## config.mk

```make
export PLATFORM = sky130hd
export DESIGN_NAME = reg_file_wb_arb
export DESIGN_NICKNAME = d
export VERILOG_FILES = /design/src/rtl/riscv_32i_defs_pkg.sv /design/src/rtl/reg_file_wb_arb_wb_fifo.sv /design/src/rtl/reg_file_wb_arb.sv
export SDC_FILE = /design/constraint.sdc
export NUM_CORES = 1
export LEC_CHECK = 0
export ABC_AREA = 1
export BUFFER_PORTS_ARGS = -buffer_cell sky130_fd_sc_hd__buf_2
export CORE_MARGIN = 1.5
export CORE_UTILIZATION = 41
export CTS_BUF_LIST = sky130_fd_sc_hd__clkbuf_16
export CTS_CLUSTER_DIAMETER = 120
export DETAILED_ROUTE_END_ITERATION = 8
export PLACE_DENSITY = 0.68
export SETUP_SLACK_MARGIN = 0.02
export SLEW_MARGIN = 25
export SYNTH_ARGS = -nofsm -noshare
export SYNTH_HDL_FRONTEND = slang
export SYNTH_SLANG_ARGS = --single-unit
```

## constraint.sdc

```tcl
create_clock -name clk -period 3.9 [get_ports clk]
set_input_delay 0.195 -clock clk [delete_from_list [all_inputs] [get_ports clk]]
set_output_delay 0.195 -clock clk [all_outputs]
set_load 0.02 [all_outputs]
```

## src/rtl/riscv_32i_defs_pkg.sv

```systemverilog
// Shared RV32I definitions: machine word, register-file address, the hard-wired
// zero register, and the writeback request record used by the write-side
// arbiter and its pending-write FIFO.
package riscv_32i_defs_pkg;

  typedef logic [31:0] word_t;
  typedef logic [4:0]  rf_addr_t;

  localparam rf_addr_t X0 = 5'd0;

  // Pending-write FIFO depth. Only 2 is supported: the count fits 2 bits and
  // the pointers are single bits that wrap naturally.
  localparam int unsigned WB_QDEPTH = 2;

  typedef struct packed {
    rf_addr_t rd;
    word_t    data;
  } wb_req_t;

  // Round-robin preference used only when both sources request together.
  typedef enum logic {
    RR_ALU = 1'b0,
    RR_LSU = 1'b1
  } rr_sel_e;

endpackage

```

## src/rtl/reg_file_wb_arb_wb_fifo.sv

```systemverilog
// wb_fifo: 2-entry FIFO of pending register-file writes.
// Ports:
//   clk, rst_n   clock, asynchronous active-low reset
//   push_i       enqueue push_data_i this edge (caller guarantees not full)
//   push_data_i  write to enqueue
//   pop_i        dequeue the head this edge (caller guarantees not empty)
//   count_o      number of queued entries (0..2)
//   full_o       count_o == 2
//   head_o       oldest entry (next write to commit)
//   tail_o       youngest entry (most recent push), valid when count_o != 0
module wb_fifo
  import riscv_32i_defs_pkg::*;
(
  input  logic       clk,
  input  logic       rst_n,
  input  logic       push_i,
  input  wb_req_t    push_data_i,
  input  logic       pop_i,
  output logic [1:0] count_o,
  output logic       full_o,
  output wb_req_t    head_o,
  output wb_req_t    tail_o
);

  localparam logic [1:0] FULL_CNT = 2'(WB_QDEPTH);

  wb_req_t    mem_q [2];
  logic       wr_ptr_q, wr_ptr_d;
  logic       rd_ptr_q, rd_ptr_d;
  logic [1:0] count_q, count_d;

  always_comb begin
    wr_ptr_d = push_i ? ~wr_ptr_q : wr_ptr_q;
    rd_ptr_d = pop_i  ? ~rd_ptr_q : rd_ptr_q;
    unique case ({push_i, pop_i})
      2'b10:   count_d = count_q + 2'd1;
      2'b01:   count_d = count_q - 2'd1;
      default: count_d = count_q;
    endcase
  end

  // NOTE: sequential state is assigned with non-blocking (<=) so every flop
  // samples pre-edge values regardless of statement order.
  always_ff @(posedge clk or negedge rst_n) begin
    if (!rst_n) begin
      wr_ptr_q <= 1'b0;
      rd_ptr_q <= 1'b0;
      count_q  <= 2'd0;
    end else begin
      wr_ptr_q <= wr_ptr_d;
      rd_ptr_q <= rd_ptr_d;
      count_q  <= count_d;
    end
  end

  // NOTE: the storage array has no reset; its contents are only observed
  // when count_q says the slot is live, so reset flops would be pure cost.
  always_ff @(posedge clk) begin
    if (push_i) mem_q[wr_ptr_q] <= push_data_i;
  end

  assign count_o = count_q;
  assign full_o  = (count_q == FULL_CNT);
  assign head_o  = mem_q[rd_ptr_q];
  assign tail_o  = mem_q[~wr_ptr_q];

endmodule

```

## src/rtl/reg_file_wb_arb.sv

```systemverilog
// reg_file_wb_arb: write-side driver of the register-file write port.
// Arbitrates ALU/LSU writeback requests (valid/ready, round-robin when both
// request), queues accepted writes in wb_fifo, presents the FIFO head on the
// write port (one commit per cycle, stalled by wr_ready), and forwards queued
// data onto both read paths so decode never sees stale operands.
// Ports:
//   alu_valid/alu_rd/alu_data, alu_ready   ALU writeback request/accept
//   lsu_valid/lsu_rd/lsu_data, lsu_ready   LSU writeback request/accept
//   wr_en/wr_reg/wr_data, wr_ready         register-file write port
//   rd_reg_k, rf_rd_data_k, fwd_data_k     read path k (k=1,2) forwarding
module reg_file_wb_arb
  import riscv_32i_defs_pkg::*;
(
  input  logic     clk,
  input  logic     rst_n,
  input  logic     alu_valid,
  input  rf_addr_t alu_rd,
  input  word_t    alu_data,
  output logic     alu_ready,
  input  logic     lsu_valid,
  input  rf_addr_t lsu_rd,
  input  word_t    lsu_data,
  output logic     lsu_ready,
  output logic     wr_en,
  output rf_addr_t wr_reg,
  output word_t    wr_data,
  input  logic     wr_ready,
  input  rf_addr_t rd_reg_1,
  input  rf_addr_t rd_reg_2,
  input  word_t    rf_rd_data_1,
  input  word_t    rf_rd_data_2,
  output word_t    fwd_data_1,
  output word_t    fwd_data_2
);

  rr_sel_e    rr_q, rr_d;
  logic       grant_alu, grant_lsu, accept, push, pop, full;
  logic [1:0] count;
  wb_req_t    req, head, tail;

  // Youngest queued write to rd wins; with one entry head and tail coincide.
  // The head still forwards while it commits, since the reg file only sees the
  // new value after this edge.
  function automatic word_t fwd_sel(input rf_addr_t rd, input word_t rf_data,
                                    input logic [1:0] cnt, input wb_req_t hd,
                                    input wb_req_t tl);
    word_t res;
    res = rf_data;
    if (rd == X0)                        res = '0;
    else if (cnt != 2'd0 && tl.rd == rd) res = tl.data;
    else if (cnt == 2'd2 && hd.rd == rd) res = hd.data;
    return res;
  endfunction

  // NOTE: every signal in this block gets a default before any branch so no
  // path leaves one unassigned and infers a latch.
  always_comb begin
    grant_alu = alu_valid && (!lsu_valid || rr_q == RR_ALU);
    grant_lsu = lsu_valid && (!alu_valid || rr_q == RR_LSU);
    // No pop credit: a full FIFO refuses even if the head commits this edge.
    alu_ready = grant_alu && !full;
    lsu_ready = grant_lsu && !full;
    accept    = alu_ready || lsu_ready;
    req       = grant_alu ? wb_req_t'{rd: alu_rd, data: alu_data}
                          : wb_req_t'{rd: lsu_rd, data: lsu_data};
    // X0 writes are accepted and dropped; they still count for round-robin.
    push      = accept && (req.rd != X0);
    pop       = wr_en && wr_ready;
    rr_d      = rr_q;
    if (alu_valid && lsu_valid && accept)
      rr_d = (rr_q == RR_ALU) ? RR_LSU : RR_ALU;
  end

  always_ff @(posedge clk or negedge rst_n) begin
    if (!rst_n) rr_q <= RR_ALU;
    else        rr_q <= rr_d;
  end

  wb_fifo u_fifo (
    .clk         (clk),
    .rst_n       (rst_n),
    .push_i      (push),
    .push_data_i (req),
    .pop_i       (pop),
    .count_o     (count),
    .full_o      (full),
    .head_o      (head),
    .tail_o      (tail)
  );

  // Head is gated so the port idles at X0/0 when nothing is queued.
  assign wr_en   = (count != 2'd0);
  assign wr_reg  = wr_en ? head.rd   : X0;
  assign wr_data = wr_en ? head.data : '0;

  assign fwd_data_1 = fwd_sel(rd_reg_1, rf_rd_data_1, count, head, tail);
  assign fwd_data_2 = fwd_sel(rd_reg_2, rf_rd_data_2, count, head, tail);

endmodule

```

==> results.yml, run 1 <==
outcome:
  outcome: "complete, no violations"
die:
  start_util_pct: 41.7
  ios: 257
  rows: 47
  die-area_um2: 17600
  core_area_um2: 16500
  die_w_um: 133
  die_h_um: 133
final_layout:
  fin_util_pct: 51.6
  fin_nets: 1430
  final_common_cell: "nand2_1"
  area_delta_synth_final_pct: 23.6
  multi_input_area_um2: 3580
  fill_cells: 1707
  final_cell_mix: "273 x nand2_1, 256 x buf_2, 177 x nor2_1, 158 x inv_1, 136 x nand3_1"
  drive_gt1_share_pct: 26.8
  seq_area_um2: 2350
timing:
  clock_skew_ns: 0.00425
  worst_slew_pin_slew_ns: 0.972
  finalSetupViolCount: 0
  max_slew_margin_pct: 35.0
  slew_viol_final: 0
  fmax_mhz: 277
  fin_crit_ns: 3.61
  hold_viol_final: 0
  rsz0062_at_grt: "no"
  fin_setup_tns_ns: 0
  finalCritPeriodShare_pct: 92.7
cts:
  cts_resized: 0
  cts_buffers: 9
  cts_tree: "built"
  cts.clk_slew.worst_paths_ns: 0.06
  clockBufferDepth: 2
  clk_latency_ns: 0.33
  cts_sinks: 79
  root_buffer: "clkbuf_16"
  cts_htree_levels: 3
place:
  numPortBuffers: 256
  hpwl_um: 15700
  place.gp.congestion: 0.908
setup_path:
  crit_path_start_kind: "register"
  crit_type: "reg -> out"
  critPathCaptureType: "output pin"
  cp_max_fo: 34
  worstPathRequired_ns: 3.70
  rr_worst_depth: 8
  worst-endpoint-arrival_ns: 3.42
  crit_slowest_cell: "nor2_4"
  path_cells: "inv_2, nand2_1, nand2_1, nor2_1, nor2_4, nand3_4, nand2_1, nand3_1, nand2_1, inv_1, buf_2"
  cp_common_cell: "nand2_1"
  slowest_delay_ns: 0.73
job:
  drv_cap: 0
min_path:
  worstHoldPathType: "in -> reg"
  min_path_cells: 3
power_and_ir_drop:
  p_leak_nw: 4.67
  worst_ir_drop_vdd_mv: 0.292
  p_per_area_nw_per_um2: 684
yosys:
  synth_edf_count: 74
  ys_ff_latch: 79
  syn_area_per_cell_um2: 6.53
  synth_nets: 1210
  synth_area_um2: 6890
  synth-seq-area-share_pct: 34.1
  netlist-cell-type-count: 29
  yosys_warnings: 0
  async_flop_share_pct: 6.33
  synth_cells: 1056
  synth_flop_cell: "edfxtp_1"
drt:
  drt_wl_total_um: 22500
  drt_pass1_iterations: 5
  drt_iter0_markers: 515
  drcViolationCount: 0
  wl_per_cell_um: 15.0
  viasPerCell: 5.02
  num_vias: 7544
  ant_nets: 0
global_routing:
  track_usage_pct: 25.8
  grt_pass1_vias: 7006
  grt_overflow: 0
  grt_pass1_wl_um: 35900
  grt_max_degree: 44
  antenna_found_initial: 1
==> cell families after synthesis <==
group,share of synthesized area (%)
flops,34.1
buf+inv,14.5
xor+xnor,0.508
fa+ha+maj,0.181
compound gates,5.48
mux,5.23
simple gates,40.0
==> report_power, final <==
part | switching (W) | internal, W | total (W)
clock network | 0.000333 | 0.000426 | 0.000759
logic | 0.00259 | 0.00103 | 0.00362
registers | 0.000164 | 0.00129 | 0.00145
total | 0.00308 | 0.00274 | 0.00583
==> final timing paths <==
path,startpoint,endpoint,slack (ns)
max reg2reg,rr_q,u_fifo.mem_q[1][2],1.43
max,u_fifo.rd_ptr_q,fwd_data_1[9],0.29
min in group asynchronous,rst_n,u_fifo.wr_ptr_q,0.21
min reg2reg,rr_q,rr_q,0.50
min,lsu_valid,rr_q,0.17
max in group asynchronous,rst_n,u_fifo.rd_ptr_q,3.54
==> synth_stat cells (2+ instances only) <==
cell / n / area share [%]
nor2_2: 6 / 0.54
clkbuf_1: 15 / 0.82
buf_6: 14 / 2.3
nand2_1: 274 / 15
inv_2: 2 / 0.11
buf_2: 29 / 2.1
xnor2_1: 2 / 0.25
nor3_1: 2 / 0.15
buf_4: 5 / 0.54
nand2_2: 2 / 0.18
o21ai_1: 25 / 1.8
nand3_4: 3 / 0.76
mux2_2: 32 / 5.2
inv_1: 158 / 8.6
nor2_1: 179 / 9.7
nor2_4: 3 / 0.49
o21ai_0: 44 / 3.2
edfxtp_1: 74 / 32
nand3_1: 136 / 9.9
xor2_1: 2 / 0.25
dfrtp_1: 5 / 1.8
a21oi_1: 5 / 0.36
nand4_1: 33 / 3.0
==> cell type report <==
class / count / share of cell area, %
clock buffer: 9 / 2.64
antenna: 1 / 0.0294
clock inverter: 7 / 0.485
timing repair buffer: 273 / 17.0
multi-input combinational: 753 / 42.0
tap: 220 / 3.23
sequential: 79 / 27.6
inverter: 160 / 7.05
==> routing by layer <==
layer	GRT usage (%)	vias up	part of all wire (%)
met2	43.0	327	47
li1	-	3792	-
met1	33.6	3393	43
met5	0	-	0
met4	9.58	0	2.5
met3	4.25	32	7.6
==> critical path, delay by kind of cell (launching register included) <==
family | cells | cell delay [ns]
flops | 1 | 0.63
simple gates | 8 | 2.00
buf+inv | 3 | 0.43
==> per-stage QoR <==
stage	cells	hold WS, ns	area, um^2	total power [W]	worst slack (ns)
floorplan	1056	-0.101	6890	0.00398	0.744
global placement	1484	0.0238	8240	0.00503	0.761
detailed placement	1484	0.0264	8240	0.00506	0.705
CTS	1501	0.164	8520	0.00583	0.333
global route	1502	0.172	8520	0.00628	0.0294
finish	1502	0.172	8520	0.00583	0.287
==> repair_timing <==
item,CTS,global route
buffers inserted,0,0
hold buffers,1,0
endpoints found under the hold margin,5,0
endpoints found under the setup margin,0,0
==> sequential cells by signal, summed over array words and instances, names as in the netlist <==
name             flops
rr_q                 1
u_fifo.count_o       2
u_fifo.mem_q        74
u_fifo.rd_ptr_q      1
u_fifo.wr_ptr_q      1
Note: power is estimated with default switching activity, not from simulation.
==> run 2: changes to the inputs <==
CORE_MARGIN = not set   (was 1.5)
==> run 2 against run 1 <==
Via count up 1.7%. Critical path depth up 2. Design area up 0.50%. Die area down 1.5%. Count of clock-buffer cells in the layout unchanged. Worst setup slack better by 0.29 ns. Combinational power about the same. First-iteration DRC count up 6.6%. Sequential share of layout area down 0.14 points. Flip-flop and latch count unchanged. Critical endpoint is now fwd_data_2[0]. Power up 3.2%. Hold slack worse by 0.0047 ns.
==> results.yml, run 2 (same netlist as run 1, synthesis figures left out) <==
power_and_ir_drop:
  p_leak_nw: 4.69
  worst_ir_drop_vdd_mv: 0.330
  p_per_area_nw_per_um2: 702
setup_path:
  cp_common_cell: "nand2_1"
  crit_type: "reg -> out"
  crit_slowest_cell: "dfrtp_2"
  slowest_delay_ns: 0.84
  path_cells: "inv_2, nand2_1, nand2_1, nand2_1, nand2_1, nor2_1, nand3_2, buf_4, nand2_1, nand3_1, nand2_1, inv_1, buf_2"
  worstPathRequired_ns: 3.70
  cp_max_fo: 42
  worst-endpoint-arrival_ns: 3.13
  critPathCaptureType: "output pin"
  crit_path_start_kind: "register"
  rr_worst_depth: 8
drt:
  drcViolationCount: 0
  drt_iter0_markers: 549
  drt_wl_total_um: 22500
  ant_nets: 0
  drt_pass1_iterations: 5
  num_vias: 7671
  viasPerCell: 5.11
  wl_per_cell_um: 15.0
die:
  start_util_pct: 41.7
  rows: 47
  die-area_um2: 17300
  die_h_um: 132
  die_w_um: 132
  ios: 257
  core_area_um2: 16500
timing:
  fin_setup_tns_ns: 0
  fmax_mhz: 301
  slew_viol_final: 0
  clock_skew_ns: 0.00755
  max_slew_margin_pct: 40.4
  worst_slew_pin_slew_ns: 0.891
  fin_crit_ns: 3.32
  rsz0062_at_grt: "no"
  finalCritPeriodShare_pct: 85.2
  finalSetupViolCount: 0
  hold_viol_final: 0
global_routing:
  met2_usage_pct: 44.3
  use_met1_pct: 32.5
  met3_usage_pct: 3.28
  track_usage_pct: 25.8
  grt_pass1_vias: 7083
  grt.busiest_layer: "met2"
  grt_pass1_wl_um: 35400
  grt_overflow: 0
  antenna_found_initial: 0
  grt_max_degree: 65
cts:
  cts_htree_levels: 3
  clk_latency_ns: 0.33
  clockBufferDepth: 2
  cts_resized: 0
  cts_sinks: 79
  cts_tree: "built"
  cts_buffers: 9
  root_buffer: "clkbuf_16"
  cts.clk_slew.worst_paths_ns: 0.06
final_layout:
  final_common_cell: "nand2_1"
  diodes: 0
  drive_gt1_share_pct: 26.7
  area_delta_synth_final_pct: 24.2
  largest_register_ffs: 74
  fin_nets: 1430
  final_cell_mix: "273 x nand2_1, 256 x buf_2, 177 x nor2_1, 158 x inv_1, 136 x nand3_1"
  top_register: "u_fifo.mem_q"
  fill_cells: 1693
  fin_util_pct: 51.8
place:
  hpwl_um: 15600
  numPortBuffers: 256
  place.gp.congestion: 0.898
min_path:
  min_path_cells: 3
  worstHoldPathType: "in -> reg"
outcome:
  outcome: "complete, no violations"
job:
  drv_cap: 0
-- run 2: changes by cell type in the layout (fill, tap and decap cells not counted), sizes merged --
cell,previous run,this run
clkinv,7,3
bufinv,0,3
diode,1,0
inv,160,161
-- run 2: worst max-delay path: cells and delay by family, from the launching register on --
family	cells	cell delay, ns
simple gates	9	1.15
buf+inv	4	0.80
flops	1	0.84
-- run 2: final timing paths --
check	startpoint	slack, ns	to
worst min register to register	rr_q	0.50	rr_q
max in group asynchronous	rst_n	3.53	u_fifo.rd_ptr_q
worst max register to register	rr_q	1.42	u_fifo.mem_q[0][6]
worst min-delay path	lsu_valid	0.17	rr_q
min in group asynchronous	rst_n	0.21	rr_q
worst max-delay path	u_fifo.rd_ptr_q	0.58	fwd_data_2[0]
-- run 2: cell type report --
class / count / area (um^2) / area share [%]
Clock buffer: 9 / 225 / 2.63
Clock inverter: 7 / 111 / 1.30
Tap cell: 220 / 275 / 3.21
Multi-Input combinational cell: 753 / 3580 / 41.8
Timing Repair Buffer: 273 / 1420 / 16.6
Inverter: 160 / 601 / 7.01
Sequential cell: 79 / 2350 / 27.4
-- run 2: stage by stage --
step | setup WS (ns) | std cells | total power [W] | hold WS (ns) | area [um^2]
after global routing | 0.310 | 1501 | 0.00646 | 0.162 | 8560
after detailed placement | 0.907 | 1484 | 0.00506 | 0.0261 | 8220
after CTS | 0.548 | 1501 | 0.00602 | 0.160 | 8560
after floorplan | 0.744 | 1056 | 0.00398 | -0.101 | 6890
after global placement | 0.960 | 1484 | 0.00502 | 0.0241 | 8220
final | 0.576 | 1501 | 0.00601 | 0.168 | 8560
-- run 2: where the power goes --
part	leakage, nW	switching, W	total (W)	internal [W]
combinational	3.77	0.00258	0.00360	0.00103
clock	0.169	0.000333	0.000955	0.000622
sequential	0.748	0.000172	0.00146	0.00128
total	4.69	0.00308	0.00601	0.00293
-- run 2: timing repair --
action | CTS | global route
hold buffers | 1 | 0
hold endpoints to repair | 5 | 0
setup buffers | 0 | 0
-- run 2: per-layer routing --
metal | wire (um) | vias up
met1 | 9590 | 3493
met2 | 10800 | 347
met3 | 1570 | 41
li1 | - | 3790
met4 | 580 | 0
met5 | 0 | -
==> run 3: changes to the inputs <==
CELL_PAD_IN_SITES_DETAIL_PLACEMENT = 1   (was not set)
CELL_PAD_IN_SITES_GLOBAL_PLACEMENT = 1   (was not set)
CORE_UTILIZATION = 34   (was 41)
PLACE_DENSITY = not set   (was 0.68)
PLACE_DENSITY_LB_ADDON = 0.1   (was not set)
SLEW_MARGIN = 10   (was 25)
==> run 3 against run 2 <==
Global-route usage decreased by 2.2 points. Largest cell class unchanged. Sequential power increased by 3%. Combinational power is essentially flat. Flip-flop and latch count is the same. Worst setup slack lost 0.15 ns. Critical path depth shrank 1. Cell count rose by 3.0%. Register-to-register slack worse by 0.11 ns. Count of clock-buffer cells in the layout stayed put.
==> results.yml, run 3 (same netlist as run 1, synthesis figures left out) <==
place:
  numPortBuffers: 256
  post_dp_cell_area_um2: 8260
  hpwl_um: 18500
  pre_cts_ws_ns: 0.766
  place.gp.congestion: 0.820
cts:
  clk_latency_ns: 0.34
  root_buffer: "clkbuf_16"
  cts_buffers: 9
  cts_sinks: 79
  cts_tree: "built"
  clockBufferDepth: 2
  cts_htree_levels: 3
  post_cts_buffers: 0
  cts.clk_slew.worst_paths_ns: 0.06
setup_path:
  worstPathRequired_ns: 3.70
  critPathCaptureType: "output pin"
  worst-endpoint-arrival_ns: 3.28
  crit_path_start_kind: "register"
  regToRegSetupSlack_ns: 1.31
  crit_type: "reg -> out"
  rr_worst_depth: 7
  r2r-end: "u_fifo.mem_q[1][24]"
  cp_max_fo: 40
  rr_startpoint: "rr_q"
die:
  die-area_um2: 20800
  rows: 51
  core_area_um2: 19700
  ios: 257
  die_w_um: 144
  die_h_um: 144
  start_util_pct: 35.1
min_path:
  min_path_cells: 3
  worstHoldPathType: "in -> reg"
  min_to: "rr_q"
  min_from: "lsu_valid"
drt:
  num_vias: 7499
  drt_iter0_markers: 406
  viasPerCell: 4.85
  ant_nets: 0
  wl_per_cell_um: 16.0
  drt_pass1_iterations: 5
  drcViolationCount: 0
  drt_wl_total_um: 24700
timing:
  worst_slew_pin_slew_ns: 0.934
  slew_viol_final: 0
  fmax_mhz: 288
  clock_skew_ns: 0.00562
  setup_ws_ns: 0.423
  hold_viol_final: 0
  fin_crit_ns: 3.48
  fin_setup_tns_ns: 0
  max_slew_margin_pct: 37.6
  finalSetupViolCount: 0
  finalCritPeriodShare_pct: 89.1
  rsz0062_at_grt: "no"
final_layout:
  largest_register_ffs: 74
  area_delta_synth_final_pct: 24.5
  fin_nets: 1430
  fin_util_pct: 43.7
  drive_gt1_share_pct: 26.8
  stdcell_area_um2: 8580
  final_common_cell: "nand2_1"
  final_cell_mix: "273 x nand2_1, 256 x buf_2, 177 x nor2_1, 158 x inv_1, 136 x nand3_1"
  top_register: "u_fifo.mem_q"
  diodes: 0
power_and_ir_drop:
  p_total_w: 0.00601
  worst_ir_drop_vdd_mv: 0.544
  p_per_area_nw_per_um2: 700
  p_leak_nw: 4.66
global_routing:
  grt_max_degree: 65
  grt_pass1_vias: 7210
  grt_pass1_wl_um: 37700
  antenna_found_initial: 1
  track_usage_pct: 23.6
  grt_overflow: 0
job:
  drv_cap: 0
outcome:
  outcome: "complete, no violations"
## run 3: stage by stage
stage               hold slack [ns]  std cells
floorplan                    -0.101       1056
global placement             0.0182       1529
detailed placement           0.0195       1529
CTS                           0.162       1546
global route                  0.171       1546
finish                        0.169       1546
## run 3: metal layers
| metal | vias to the layer above | track usage, % | part of all wire [%] |
|---|---|---|---|
| met4 | 0 | 5.71 | 1.1 |
| li1 | 3796 | - | - |
| met3 | 19 | 2.65 | 4.6 |
| met5 | - | 0 | 0 |
| met1 | 3473 | 31.4 | 47 |
| met2 | 211 | 40.7 | 48 |
## run 3: timing repair
item	in CTS	in global routing
hold buffers	1	0
gates resized for setup	0	0
hold endpoints to repair	5	0
endpoints found under the setup margin	0	0
## run 3: report_power, final
part           internal, W  switching [W]
Sequential         0.00129       0.000210
Combinational      0.00102        0.00260
Clock             0.000555       0.000334
## run 3: final cells by class
type                            instances  area (um^2)
Inverter                              160          601
Sequential cell                        79         2350
Clock buffer                            9          225
Fill cell                            2656        11100
Timing Repair Buffer                  273         1410
Tap cell                              265          332
Multi-Input combinational cell        753         3580
Clock inverter                          7         88.8
## run 3: worst max path at each step
stage                    start            endpoint  slack [ns]  cells past startpoint
2_1_floorplan             rr_q  u_fifo.mem_q[1][0]        0.74                      7
3_3_place_gp   u_fifo.rd_ptr_q       fwd_data_2[3]        0.90                     12
3_5_place_dp   u_fifo.rd_ptr_q      fwd_data_2[18]        0.77                     12
4_1_cts        u_fifo.rd_ptr_q      fwd_data_2[18]        0.40                     12
5_1_grt        u_fifo.rd_ptr_q      fwd_data_2[21]        0.07                     12
6_report       u_fifo.rd_ptr_q      fwd_data_2[18]        0.42                     12
## run 3: worst max-delay path, stage by stage (launching register included)
cell	delay, ns
dfrtp_2	0.84
inv_2	0.23
nand2_1	0.19
nand2_1	0.11
nand2_1	0.07
nand2_1	0.04
nor2_1	0.12
nand3_2	0.68
nand2_1	0.25
nand3_1	0.11
nand2_1	0.10
inv_1	0.05
buf_2	0.15
